$ cat config.mk
export PLATFORM = sky130hd
export DESIGN_NAME = vga_sync_gen
export DESIGN_NICKNAME = d
export VERILOG_FILES = /design/src/rtl/vga_sync_gen.sv
export SDC_FILE = /design/constraint.sdc
export NUM_CORES = 1
export LEC_CHECK = 0
export BUFFER_PORTS_ARGS = -buffer_cell sky130_fd_sc_hd__buf_2
export CAP_MARGIN = 20
export CORE_MARGIN = 10
export CORE_UTILIZATION = 45
export CTS_BUF_LIST = sky130_fd_sc_hd__clkbuf_4
export CTS_CLUSTER_SIZE = 24
export DETAILED_ROUTE_END_ITERATION = 8
export GPL_ROUTABILITY_DRIVEN = 0
export PLACE_DENSITY = 0.74
export SLEW_MARGIN = 20
export SYNTH_ARGS = -nofsm -noshare
export SYNTH_HDL_FRONTEND = slang
export SYNTH_SLANG_ARGS = --single-unit
$ cat constraint.sdc
create_clock -name clk -period 4.4 [get_ports clk]
set_input_delay 0.22 -clock clk [delete_from_list [all_inputs] [get_ports clk]]
set_output_delay 0.22 -clock clk [all_outputs]
set_load 0.03 [all_outputs]
$ cat src/rtl/vga_sync_gen.sv
// Raster timing generator: pixel-rate divider, x/y scan counters, and registered
// video_on/hsync/vsync plus line/frame start markers aligned with the counters.
module vga_sync_gen #(
  parameter int CLK_DIV   = 4,
  parameter int H_DISPLAY = 640,
  parameter int H_FRONT   = 16,
  parameter int H_SYNC    = 96,
  parameter int H_BACK    = 48,
  parameter int V_DISPLAY = 480,
  parameter int V_FRONT   = 10,
  parameter int V_SYNC    = 2,
  parameter int V_BACK    = 33,
  parameter bit SYNC_POL  = 1'b0
) (
  input  logic       clk,
  input  logic       reset_n,
  output logic       p_tick,
  output logic [9:0] x,
  output logic [9:0] y,
  output logic       video_on,
  output logic       hsync,
  output logic       vsync,
  output logic       line_start,
  output logic       frame_start
);

  localparam int H_TOTAL = H_DISPLAY + H_FRONT + H_SYNC + H_BACK;
  localparam int V_TOTAL = V_DISPLAY + V_FRONT + V_SYNC + V_BACK;
  localparam int DIV_W   = (CLK_DIV > 1) ? $clog2(CLK_DIV) : 1;

  localparam logic [DIV_W-1:0] DIV_LAST = DIV_W'(CLK_DIV - 1);
  localparam logic [9:0]       H_LAST   = 10'(H_TOTAL - 1);
  localparam logic [9:0]       V_LAST   = 10'(V_TOTAL - 1);

  // 11-bit decode bounds so a 1024-wide region end still fits
  localparam logic [10:0] H_VIS    = 11'(H_DISPLAY);
  localparam logic [10:0] HS_START = 11'(H_DISPLAY + H_FRONT);
  localparam logic [10:0] HS_END   = 11'(H_DISPLAY + H_FRONT + H_SYNC);
  localparam logic [10:0] V_VIS    = 11'(V_DISPLAY);
  localparam logic [10:0] VS_START = 11'(V_DISPLAY + V_FRONT);
  localparam logic [10:0] VS_END   = 11'(V_DISPLAY + V_FRONT + V_SYNC);

  if (CLK_DIV < 1 || CLK_DIV > 16) begin : g_bad_div
    $error("vga_sync_gen: CLK_DIV must be 1..16");
  end
  if (H_TOTAL > 1024 || V_TOTAL > 1024) begin : g_bad_total
    $error("vga_sync_gen: H_TOTAL and V_TOTAL must be <= 1024");
  end
  if (H_TOTAL < 1 || V_TOTAL < 1) begin : g_bad_zero
    $error("vga_sync_gen: H_TOTAL and V_TOTAL must be non-zero");
  end

  logic [DIV_W-1:0] div_q, div_d;
  logic             p_tick_q, p_tick_d;
  logic [9:0]       x_q, x_d;
  logic [9:0]       y_q, y_d;
  logic             video_on_q, video_on_d;
  logic             hsync_q, hsync_d;
  logic             vsync_q, vsync_d;
  logic             line_start_q, line_start_d;
  logic             frame_start_q, frame_start_d;
  logic             x_wrap, y_wrap;
  logic             in_hs, in_vs;

  // Pixel enable: one clk high after div reaches its last count
  always_comb begin
    div_d    = (div_q == DIV_LAST) ? '0 : div_q + 1'b1;
    p_tick_d = (div_q == DIV_LAST);
  end

  always_comb begin
    x_wrap = p_tick_q && (x_q == H_LAST);
    y_wrap = x_wrap && (y_q == V_LAST);
    x_d    = x_q;
    y_d    = y_q;
    if (p_tick_q) x_d = x_wrap ? 10'd0 : x_q + 10'd1;
    if (x_wrap)   y_d = y_wrap ? 10'd0 : y_q + 10'd1;
  end

  // Decode from next-state counters so the registered flags line up with x/y
  always_comb begin
    in_hs         = ({1'b0, x_d} >= HS_START) && ({1'b0, x_d} < HS_END);
    in_vs         = ({1'b0, y_d} >= VS_START) && ({1'b0, y_d} < VS_END);
    video_on_d    = ({1'b0, x_d} < H_VIS) && ({1'b0, y_d} < V_VIS);
    hsync_d       = in_hs ? SYNC_POL : ~SYNC_POL;
    vsync_d       = in_vs ? SYNC_POL : ~SYNC_POL;
    line_start_d  = x_wrap;
    frame_start_d = y_wrap;
  end

  always_ff @(posedge clk or negedge reset_n) begin
    if (!reset_n) begin
      div_q         <= '0;
      p_tick_q      <= 1'b0;
      x_q           <= '0;
      y_q           <= '0;
      video_on_q    <= 1'b0;
      hsync_q       <= ~SYNC_POL;
      vsync_q       <= ~SYNC_POL;
      line_start_q  <= 1'b0;
      frame_start_q <= 1'b0;
    end else begin
      div_q         <= div_d;
      p_tick_q      <= p_tick_d;
      x_q           <= x_d;
      y_q           <= y_d;
      video_on_q    <= video_on_d;
      hsync_q       <= hsync_d;
      vsync_q       <= vsync_d;
      line_start_q  <= line_start_d;
      frame_start_q <= frame_start_d;
    end
  end

  assign p_tick      = p_tick_q;
  assign x           = x_q;
  assign y           = y_q;
  assign video_on    = video_on_q;
  assign hsync       = hsync_q;
  assign vsync       = vsync_q;
  assign line_start  = line_start_q;
  assign frame_start = frame_start_q;

endmodule

Word-level counts from Yosys, hierarchy flattened
Cells that the tools add are included.

operators by class
  eq/ne operators = 3
  magnitude comparators = 6
  add/subtract/negate cells = 3
  multiplexer cells = 7
  reductions and logical operators = 5

operator list
  cell                     count
  $mux W10                 4
  $add A10 B1 Y10 const B  2
  $eq A10 B10 Y1 const B   2
  $lt A10 B10 Y1 const B   2
  $lt A10 B9 Y1 const B    2
  $ge A10 B10 Y1 const B   1
  $ge A10 B9 Y1 const B    1
  $logic_and A1 B1 Y1      5
  $add A2 B1 Y2 const B    1
  $eq A2 B2 Y1 const B     1
  $mux W1                  2
  $mux W2                  1

word-level totals
  bits of input ports = 2
  logic and storage cells = 33
  bits in registers = 28
  output and inout bits = 26

Logic depth before layout (Yosys ltp)
Gate-level depths: netlist of run 1.

  depth in word-level cells = 8
  mapped depth = 7
  depth with buffers taken out = 7

Worst setup path after synthesis of run 1
OpenSTA, ideal clock, no wires.

  kind = register -> register
  start = register x_q[5], in the netlist x[5]
  end = register vsync_q, in the netlist vsync
  stages on the path, launching flop included = 6
  arrival = 2.443 ns
  data required time = 4.333 ns
  clock period less this slack = 2.510 ns
  setup time = 0.067 ns
  path buffers = 0
  slack = 1.890 ns
  cell sequence = dfrtp_1 -> or4b_4 -> or4_4 -> or4_4 -> a21oi_2 -> nand4b_1

on the way
  longest elaborated chain between the ends = 8
  elaborated cells on any way between the ends = 9
  classes of those cells = order compare (2); eq/ne (1); mux (3); reduce/logical (3)

ends and longest elaborated chain
  element                                                RTL line  RTL
  start, declared                                        55        logic [9:0] x_q, x_d;
  start signal, assigned                                 95        x_q <= '0;
  start signal, assigned                                 105       x_q <= x_d;
  $eq A10 B10 Y1 (*)                                     72        x_wrap = p_tick_q && (x_q == H_LAST);
  $logic_and A1 B1 Y1 (*)                                72
  $logic_and A1 B1 Y1                                    73        y_wrap = x_wrap && (y_q == V_LAST);
  $mux W10                                               77        if (x_wrap) y_d = y_wrap ? 10'd0 : y_q + 10'd1;
  $mux W10 (*)                                           77
  via y_d[9]                                             56        logic [9:0] y_q, y_d;
  $ge A10 B9 Y1 / $lt A10 B9 Y1 (equally long branches)  83        in_vs = ({1'b0, y_d} >= VS_START) && ({1'b0, y_d} < VS_END);
  $logic_and A1 B1 Y1 (*)                                83
  $mux W1 (*)                                            86        vsync_d = in_vs ? SYNC_POL : ~SYNC_POL;
  via vsync_d                                            59        logic vsync_q, vsync_d;
  end signal, assigned                                   99        vsync_q <= ~SYNC_POL;
  end signal, assigned                                   109       vsync_q <= vsync_d;
  end, declared                                          59

Mark *: on every way through the listed nets, which the timed path passes. The rest lies on a longest branch.

Final worst setup path of run 1
  start = register x_q[0], in the netlist x[0]
  end = register vsync_q, in the netlist vsync

The elaborated chain is that of the path after synthesis.

==> results.sh, run 1 <==
export IMPL_finalSetupViolations=0
export IMPL_hold_path_class="primary input to async pin"
export IMPL_clk_path_buf_depth=2
export IMPL_cts_root_buffer="clkbuf_4"
export IMPL_cts_buffers=3
export IMPL_synth_warnings=0
export IMPL_grt_usage_pct=11.1
export IMPL_overflow=0
export IMPL_syn_nets=127
export IMPL_drcViolationCount=0
export IMPL_r2r_slack_ns=1.88
export IMPL_leakage_nw=0.753
export IMPL_worstSkewPairLatency_ns=0.33
export IMPL_pin_count=28
export IMPL_cts_setup_buffers=0
export IMPL_setup_slack_ns=1.88
export IMPL_htree_levels=1
export IMPL_die_h_microns=73.9
export IMPL_finalSetupTns_ns=0
export IMPL_synthArstFlopShare_pct=100
export IMPL_mostFrequentLayoutCells="buf_2, dfrtp_1, nor2_1, nand2_1, nand4_1"
export IMPL_arrival_ns=2.80
export IMPL_cap_violations=0
export IMPL_die_area_sq_um=5470
export IMPL_vias=1046
export IMPL_finalWorstPathRequiredPeriod_ns=2.52
export IMPL_max_stage_delay_ns=0.68
export IMPL_worst_clock_skew_ns=0.0103
export IMPL_finalPower_uw=370
export IMPL_path_clk_slew_ns=0.15
export IMPL_netlist_area_sq_um=1310
export IMPL_cts_tree="done"
export IMPL_syn_instance_count=121
export IMPL_end_kind="flop"
export IMPL_rsz0062_at_grt="no"
export IMPL_slew_headroom_pct=59.5
export IMPL_syn_area_per_cell_sq_um=10.8
export IMPL_fin_crit_sh_pct=57.4
export IMPL_first_pass_iters=4
export IMPL_layout_commonest_cell="buf_2"
export IMPL_synth_ff_type="dfrtp_1"
export IMPL_coreArea_sq_um=2760
export IMPL_pre_cts_slack_ns=1.92
export IMPL_die_x_microns=73.9
export IMPL_ctsHoldBuffers=1
export IMPL_ys_seq_elements=28
export IMPL_synthTopCellsByArea="dfrtp_1, xor2_1, dfstp_2"
export IMPL_seq_area_frac_synth_pct=53.7
export IMPL_status="finished clean"
export IMPL_fmax_mhz=396
export IMPL_initial_utilization_pct=47.5
export IMPL_critPathLaunch="x[0]"
export IMPL_synth_edf_count=0
export IMPL_diodes=0
export IMPL_synth_cell_types=32
export IMPL_finalNetCount=159
export IMPL_viasPerCell=5.72
export IMPL_synth_top_area_share_pct=49.7
export IMPL_drv_slew=0
export IMPL_layout_drive_gt1_share_pct=27.0
export IMPL_grt_max_degree=29
export IMPL_area_growth_syn_to_layout_pct=15.8
export IMPL_hold_ws_ns=0.417
export IMPL_cts_sinks=28
export IMPL_grt_pass1_vias=1021
export IMPL_ant_nets=0
export IMPL_crit_path_frequent_cell="or4_4"
export IMPL_cts_repair_resized=0
export IMPL_slowest_stage="or4_4"
export IMPL_synth_largest_area_cell="dfrtp_1"
export IMPL_grt_pass1_wl_mm=4.90
export IMPL_worstSetupStartpointType="flop"
export IMPL_num_rows=19
export IMPL_worst_ir_drop_vdd_v=0.000218
export IMPL_hold_viol_final=0
export IMPL_crit_chain="ha_1 > nand4_1 > or4_4 > or4_4 > a21oi_2 > nand4b_1"
export IMPL_wl_mm=2.94
export IMPL_antenna_found_initial=0
export IMPL_power_density_nw_per_um2=244
export IMPL_required_ns=4.68
export IMPL_hpwlAfterDp_mm=2.23
export IMPL_rr_startpoint="x[0]"
export IMPL_wire_per_inst_microns=16.1
export IMPL_drtIter0Drc=49
export IMPL_port_buffers=27
export IMPL_criticalPathCategory="flop to flop"
export IMPL_tightest_slew_ns=0.607
export IMPL_path_max_fanout=10
[layer usage]
layer  GRT usage [%]  part of all wire [%]
met1            13.0                    41
met2            18.1                    48
met3            3.72                   8.8
met4            4.76                   2.3
met5               0                     0
[cells by family (layout without fill, tap and decap cells)]
group	count (synthesis)	after routing	share of synthesized area [%]
AO/OA/AOI/OAI	12	12	6.69
XOR/XNOR	13	13	8.70
adder cells (fa/ha/maj)	4	4	3.82
buffers and inverters	7	38	2.01
flip-flops	28	28	53.7
multiplexers	2	2	1.72
AND/OR/NAND/NOR	55	55	23.3
[synthesized netlist by cell type (2+ instances only)]
cell type and count:
a211oi_1 3, xnor2_1 6, inv_1 5, mux2_2 2
nor3_1 4, nor2_1 11, dfstp_2 2, o22ai_1 2
o21ai_0 2, xor2_1 7, or3_2 2, dfrtp_1 26
nand4_1 8, ha_1 4, nand3_1 7, nand2_1 10
nor4_1 2, or4_4 2, or4_1 2, or3_1 2
[sequential cells by signal, indices dropped and copies added (netlist names)]
name,flops
frame_start,1
x,10
hsync,1
div_q,2
y,10
video_on,1
vsync,1
p_tick,1
line_start,1
[path summary, 6_finish.rpt]
path | end | cells past startpoint
worst max-delay path | vsync | 6
worst min-delay path | y[2] | 2
worst max register to register | vsync | 6
worst min register to register | div_q[0] | 1
max in group asynchronous | p_tick | 2
min in group clk | div_q[0] | 1
[report_power, final]
part	internal, mW	switching, mW
logic	0.000892	0.00477
registers	0.257	0
clock network	0.0333	0.0733
total	0.292	0.0781
[stage by stage]
step	util (%)	cell area, sq um	instances
after global placement	53.6	1480	178
after global routing	54.9	1520	183
final	54.9	1520	183
after CTS	54.9	1520	183
after detailed placement	53.6	1480	178
after floorplan	-	1310	121
[critical path, delay by kind of cell (launching register included)]
kind	cells	cell delay, ns
AO/OA/AOI/OAI	1	0.19
adder cells (fa/ha/maj)	1	0.19
flip-flops	1	0.45
AND/OR/NAND/NOR	4	1.65
[cell type report]
| cell class | count | area, sq um |
|---|---|---|
| clock inverters | 1 | 3.75 |
| flip-flops and latches | 28 | 703 |
| inverters | 6 | 22.5 |
| fillers | 239 | 1240 |
| repair buffers | 28 | 145 |
| well taps | 31 | 38.8 |
| clock buffers | 3 | 22.5 |
| multi-input cells | 86 | 579 |
No activity file was read; power rests on OpenSTA's default activity.
==> run 2, diff against run 1 <==
--- a/config.mk
+++ b/config.mk
@@ -13,7 +13,7 @@
 export CTS_CLUSTER_SIZE = 24
 export DETAILED_ROUTE_END_ITERATION = 8
 export GPL_ROUTABILITY_DRIVEN = 0
-export PLACE_DENSITY = 0.74
+export PLACE_DENSITY = 0.77
 export SLEW_MARGIN = 20
 export SYNTH_ARGS = -nofsm -noshare
 export SYNTH_HDL_FRONTEND = slang
==> constraint.sdc (replaced) <==
create_clock -name clk -period 2.15 [get_ports clk]
set_input_delay 0.1075 -clock clk [delete_from_list [all_inputs] [get_ports clk]]
set_output_delay 0.1075 -clock clk [all_outputs]
set_load 0.03 [all_outputs]
==> results.sh, run 2 (synthesis results as in run 1) <==
export IMPL_status="finished with violations"
export IMPL_violations="setup timing"
export IMPL_mostFrequentLayoutCells="buf_2, dfrtp_1, buf_4, nand2_1, nor2_1"
export IMPL_layout_commonest_cell="buf_2"
export IMPL_finalPower_uw=753
export IMPL_wl_met2_mm=1.45
export IMPL_htree_levels=1
export IMPL_dp_cells=194
export IMPL_drcViolationCount=0
export IMPL_crit_path_frequent_cell="or4_4"
export IMPL_num_rows=19
export IMPL_arrival_ns=2.51
export IMPL_finalNetCount=175
export IMPL_cts_buffers=3
export IMPL_worstSetupStartpointType="flop"
export IMPL_wirelength_met1_mm=1.34
export IMPL_vias=1090
export IMPL_hold_path_class="primary input to async pin"
export IMPL_drv_slew=0
export IMPL_fin_crit_sh_pct=104
export IMPL_cap_violations=0
export IMPL_coreArea_sq_um=2760
export IMPL_ant_nets=0
export IMPL_required_ns=2.42
export IMPL_dr_max_layer_used="met4"
export IMPL_dr_wl_met3_microns=201
export IMPL_die_h_microns=73.9
export IMPL_leakage_nw=0.840
export IMPL_end_kind="flop"
export IMPL_layout_drive_gt1_share_pct=40.5
export IMPL_overflow=0
export IMPL_setup_slack_ns=-0.0877
export IMPL_worstSkewPairLatency_ns=0.32
export IMPL_cts_setup_buffers=0
export IMPL_max_stage_delay_ns=0.56
export IMPL_finalSetupViolations=3
export IMPL_final_cells=199
export IMPL_initial_utilization_pct=47.5
export IMPL_grt_pass1_vias=1100
export IMPL_cts_tree="done"
export IMPL_power_density_nw_per_um2=445
export IMPL_crit_chain="or4b_4 > or4_4 > or4_4 > a21oi_4 > nand4b_1"
export IMPL_viasPerCell=5.48
export IMPL_cts_root_buffer="clkbuf_4"
export IMPL_port_buffers=27
export IMPL_grt_max_degree=29
export IMPL_area_growth_syn_to_layout_pct=29.4
export IMPL_clk_path_buf_depth=2
export IMPL_diodes=0
export IMPL_tightest_slew_ns=0.596
export IMPL_rsz0062_at_grt="yes"
export IMPL_antenna_found_initial=0
export IMPL_fmax_mhz=447
export IMPL_hold_viol_final=0
export IMPL_die_area_sq_um=5470
export IMPL_first_pass_iters=4
export IMPL_drtIter0Drc=73
export IMPL_grt_usage_pct=11.7
export IMPL_fill_cells=240
export IMPL_pin_count=28
export IMPL_worst_ir_drop_vdd_v=0.000426
export IMPL_hpwlAfterDp_mm=2.38
export IMPL_wire_per_inst_microns=15.1
export IMPL_wl_mm=3.01
export IMPL_path_max_fanout=5
export IMPL_worst_clock_skew_ns=0.00739
export IMPL_path_clk_slew_ns=0.15
export IMPL_grt_pass1_wl_mm=5.21
export IMPL_die_x_microns=73.9
export IMPL_criticalPathCategory="flop to flop"
export IMPL_slew_headroom_pct=60.3
export IMPL_cts_sinks=28
export IMPL_finalWorstPathRequiredPeriod_ns=2.24
export IMPL_slowest_stage="or4b_4"
==> run 2: what timing repair did <==
action	CTS	global route
cloned	0	0
gates resized for setup	3	3
pin swaps	0	0
setup endpoints to repair	3	9
hold endpoints to repair	26	0
hold buffers	1	0
==> run 2: worst paths after layout <==
kind                       startpoint        to  slack, ns  depth (start not counted)
max                              x[6]     vsync      -0.09                          5
min                           reset_n      y[7]       0.30                          2
max reg2reg                      x[6]     vsync      -0.09                          5
min reg2reg                  div_q[0]  div_q[0]       0.44                          1
max in group asynchronous     reset_n      x[0]       1.41                          2
min in group clk             div_q[0]  div_q[0]       0.44                          1
==> run 2: metal layers <==
metal / vias to the layer above / global-route usage [%]
met1: 534 / 15.6
li1: 528 / -
met4: 0 / 4.35
met3: 2 / 2.66
met5: - / 0
met2: 26 / 18.2
==> run 2: through the flow <==
| stage | instance area (sq um) | utilization [%] | setup TNS [ns] | worst slack, ns | hold slack (ns) |
|---|---|---|---|---|---|
| after global routing | 1690 | 61.4 | -0.581 | -0.156 | 0.344 |
| after floorplan | 1330 | - | -0.370 | -0.121 | -0.188 |
| after CTS | 1680 | 60.8 | -0.224 | -0.0848 | 0.317 |
| after detailed placement | 1620 | 58.8 | -0.145 | -0.0638 | 0.153 |
| final | 1690 | 61.4 | -0.216 | -0.0877 | 0.302 |
| after global placement | 1620 | 58.8 | -0.0351 | -0.0206 | 0.141 |
==> run 2: power breakdown <==
group          internal [mW]  switching, mW  leakage (nW)
sequential             0.527              0         0.355
combinational        0.00183        0.00962         0.470
clock                 0.0680          0.147        0.0154
total                  0.597          0.156         0.840
==> run 2: critical path, delay by kind of cell, from the launching register on <==
family / cells / cell delay [ns]
simple gates: 4 / 1.60
compound gates: 1 / 0.15
flops: 1 / 0.43
==> run 2: layout make-up <==
class	count	area (sq um)	area share, %
inverter	6	25.0	1.48
timing repair buffer	44	265	15.7
multi-input combinational	86	628	37.1
clock inverter	1	3.75	0.222
clock buffer	3	22.5	1.33
sequential	28	711	41.9
tap	31	38.8	2.29
==> run 3, diff against run 2 <==
==> constraint.sdc (replaced) <==
create_clock -name clk -period 2.15 [get_ports clk]
set_input_delay 0.1075 -clock clk [delete_from_list [all_inputs] [get_ports clk]]
set_output_delay 0.1075 -clock clk [all_outputs]
set_load 0.005 [all_outputs]
==> results.sh, run 3 (synthesis results as in run 1) <==
export IMPL_status="finished with violations"
export IMPL_violations="setup timing"
export IMPL_slew_headroom_pct=60.2
export IMPL_crit_chain="or4b_4 > or4_4 > or4_4 > a21oi_4 > nand4b_1"
export IMPL_rsz0062_at_grt="yes"
export IMPL_hold_path_class="primary input to async pin"
export IMPL_clk_path_buf_depth=2
export IMPL_end_kind="flop"
export IMPL_layout_commonest_cell="buf_2"
export IMPL_finalPower_uw=747
export IMPL_hold_viol_final=0
export IMPL_tightest_slew_ns=0.598
export IMPL_setup_slack_ns=-0.0438
export IMPL_drtIter0Drc=57
export IMPL_die_x_microns=73.9
export IMPL_overflow=0
export IMPL_power_density_nw_per_um2=444
export IMPL_htree_levels=1
export IMPL_finalWorstPathRequiredPeriod_ns=2.19
export IMPL_drv_slew=0
export IMPL_cp_num_cells=5
export IMPL_finalNetCount=178
export IMPL_worstSetupStartpointType="flop"
export IMPL_reg2reg_to="vsync"
export IMPL_fmax_mhz=456
export IMPL_finalSetupViolations=2
export IMPL_worstSkewPairLatency_ns=0.32
export IMPL_viasPerCell=5.55
export IMPL_num_rows=19
export IMPL_required_ns=2.42
export IMPL_area_growth_syn_to_layout_pct=28.5
export IMPL_grt_usage_pct=11.7
export IMPL_cts_sinks=28
export IMPL_critPathLaunch="x[5]"
export IMPL_pin_count=28
export IMPL_initial_utilization_pct=47.5
export IMPL_max_stage_delay_ns=0.57
export IMPL_coreArea_sq_um=2760
export IMPL_dpl_cell_area_sq_um=1620
export IMPL_wl_mm=3.13
export IMPL_vias=1116
export IMPL_port_buffers=27
export IMPL_mostFrequentLayoutCells="buf_2, dfrtp_1, buf_4, nor2_1, nand2_1"
export IMPL_die_area_sq_um=5470
export IMPL_cts_root_buffer="clkbuf_4"
export IMPL_crit_end="vsync"
export IMPL_worst_clock_skew_ns=0.00120
export IMPL_r2r_cells=5
export IMPL_slowest_stage="or4b_4"
export IMPL_wire_per_inst_microns=15.6
export IMPL_diodes=0
export IMPL_cts_buffers=3
export IMPL_leakage_nw=0.847
export IMPL_crit_path_frequent_cell="or4_4"
export IMPL_grt_max_degree=29
export IMPL_layout_drive_gt1_share_pct=37.1
export IMPL_first_pass_iters=4
export IMPL_r2r_slack_ns=-0.04
export IMPL_cts_tree="done"
export IMPL_hpwlAfterDp_mm=2.45
export IMPL_crit_buf_inv=0
export IMPL_rr_startpoint="x[5]"
export IMPL_drcViolationCount=0
export IMPL_ant_nets=0
export IMPL_grt_pass1_wl_mm=5.15
export IMPL_arrival_ns=2.46
export IMPL_grt_pass1_vias=1125
export IMPL_path_max_fanout=5
export IMPL_die_h_microns=73.9
export IMPL_worst_ir_drop_vdd_v=0.000405
export IMPL_criticalPathCategory="flop to flop"
export IMPL_cap_violations=0
export IMPL_fin_crit_sh_pct=102
export IMPL_crit_family="simple AND/OR/NAND/NOR gates"
export IMPL_path_clk_slew_ns=0.14
export IMPL_design_area_sq_um=1680
export IMPL_antenna_found_initial=0
==> run 3: area by class of cell <==
cell class              count  area (sq um)
repair buffers             47           288
fillers                   236          1080
multi-input cells          86           604
well taps                  31          38.8
flip-flops and latches     28           703
inverters                   6          25.0
clock buffers               3          22.5
==> run 3: stage by stage <==
step                      setup slack, ns  hold WS [ns]  utilization [%]  std cells  TNS (ns)
after floorplan                   -0.0832        -0.188                -        121    -0.194
after global placement             0.0253         0.142             58.7        196         0
after detailed placement          -0.0278         0.146             58.7        196   -0.0741
after CTS                         -0.0524         0.320             59.9        200    -0.126
after global routing               -0.112         0.363             61.0        201    -0.316
final                             -0.0438         0.304             61.0        201   -0.0652
==> run 3: worst min path at each step <==
| stage | from | to | slack (ns) | depth (start not counted) |
|---|---|---|---|---|
| after detailed placement | reset_n | y[2] | 0.15 | 1 |
| after global routing | reset_n | line_start | 0.36 | 2 |
| after floorplan | reset_n | div_q[0] | -0.19 | 0 |
| final | reset_n | frame_start | 0.30 | 2 |
| after CTS | reset_n | y[2] | 0.32 | 2 |
| after global placement | reset_n | y[2] | 0.14 | 1 |
==> run 3: layer usage <==
metal,global-route usage [%],up-vias,share of wire (%)
met5,0,-,0
met4,1.66,0,0.67
met3,5.19,4,8.9
met2,19.2,32,47
met1,14.0,546,43
li1,-,534,-
==> run 3: power breakdown <==
group          switching [mW]  total [mW]  internal [mW]
clock                   0.143       0.209         0.0657
combinational         0.00958      0.0114        0.00182
sequential                  0       0.527          0.527
total                   0.153       0.747          0.594
==> run 3: what timing repair did <==
action / in CTS / in global routing
hold buffers: 1 / 0
hold endpoints to repair: 26 / 0
setup endpoints to repair: 3 / 9
resized for setup: 0 / 4
pin swaps: 2 / 2
setup buffers: 0 / 1
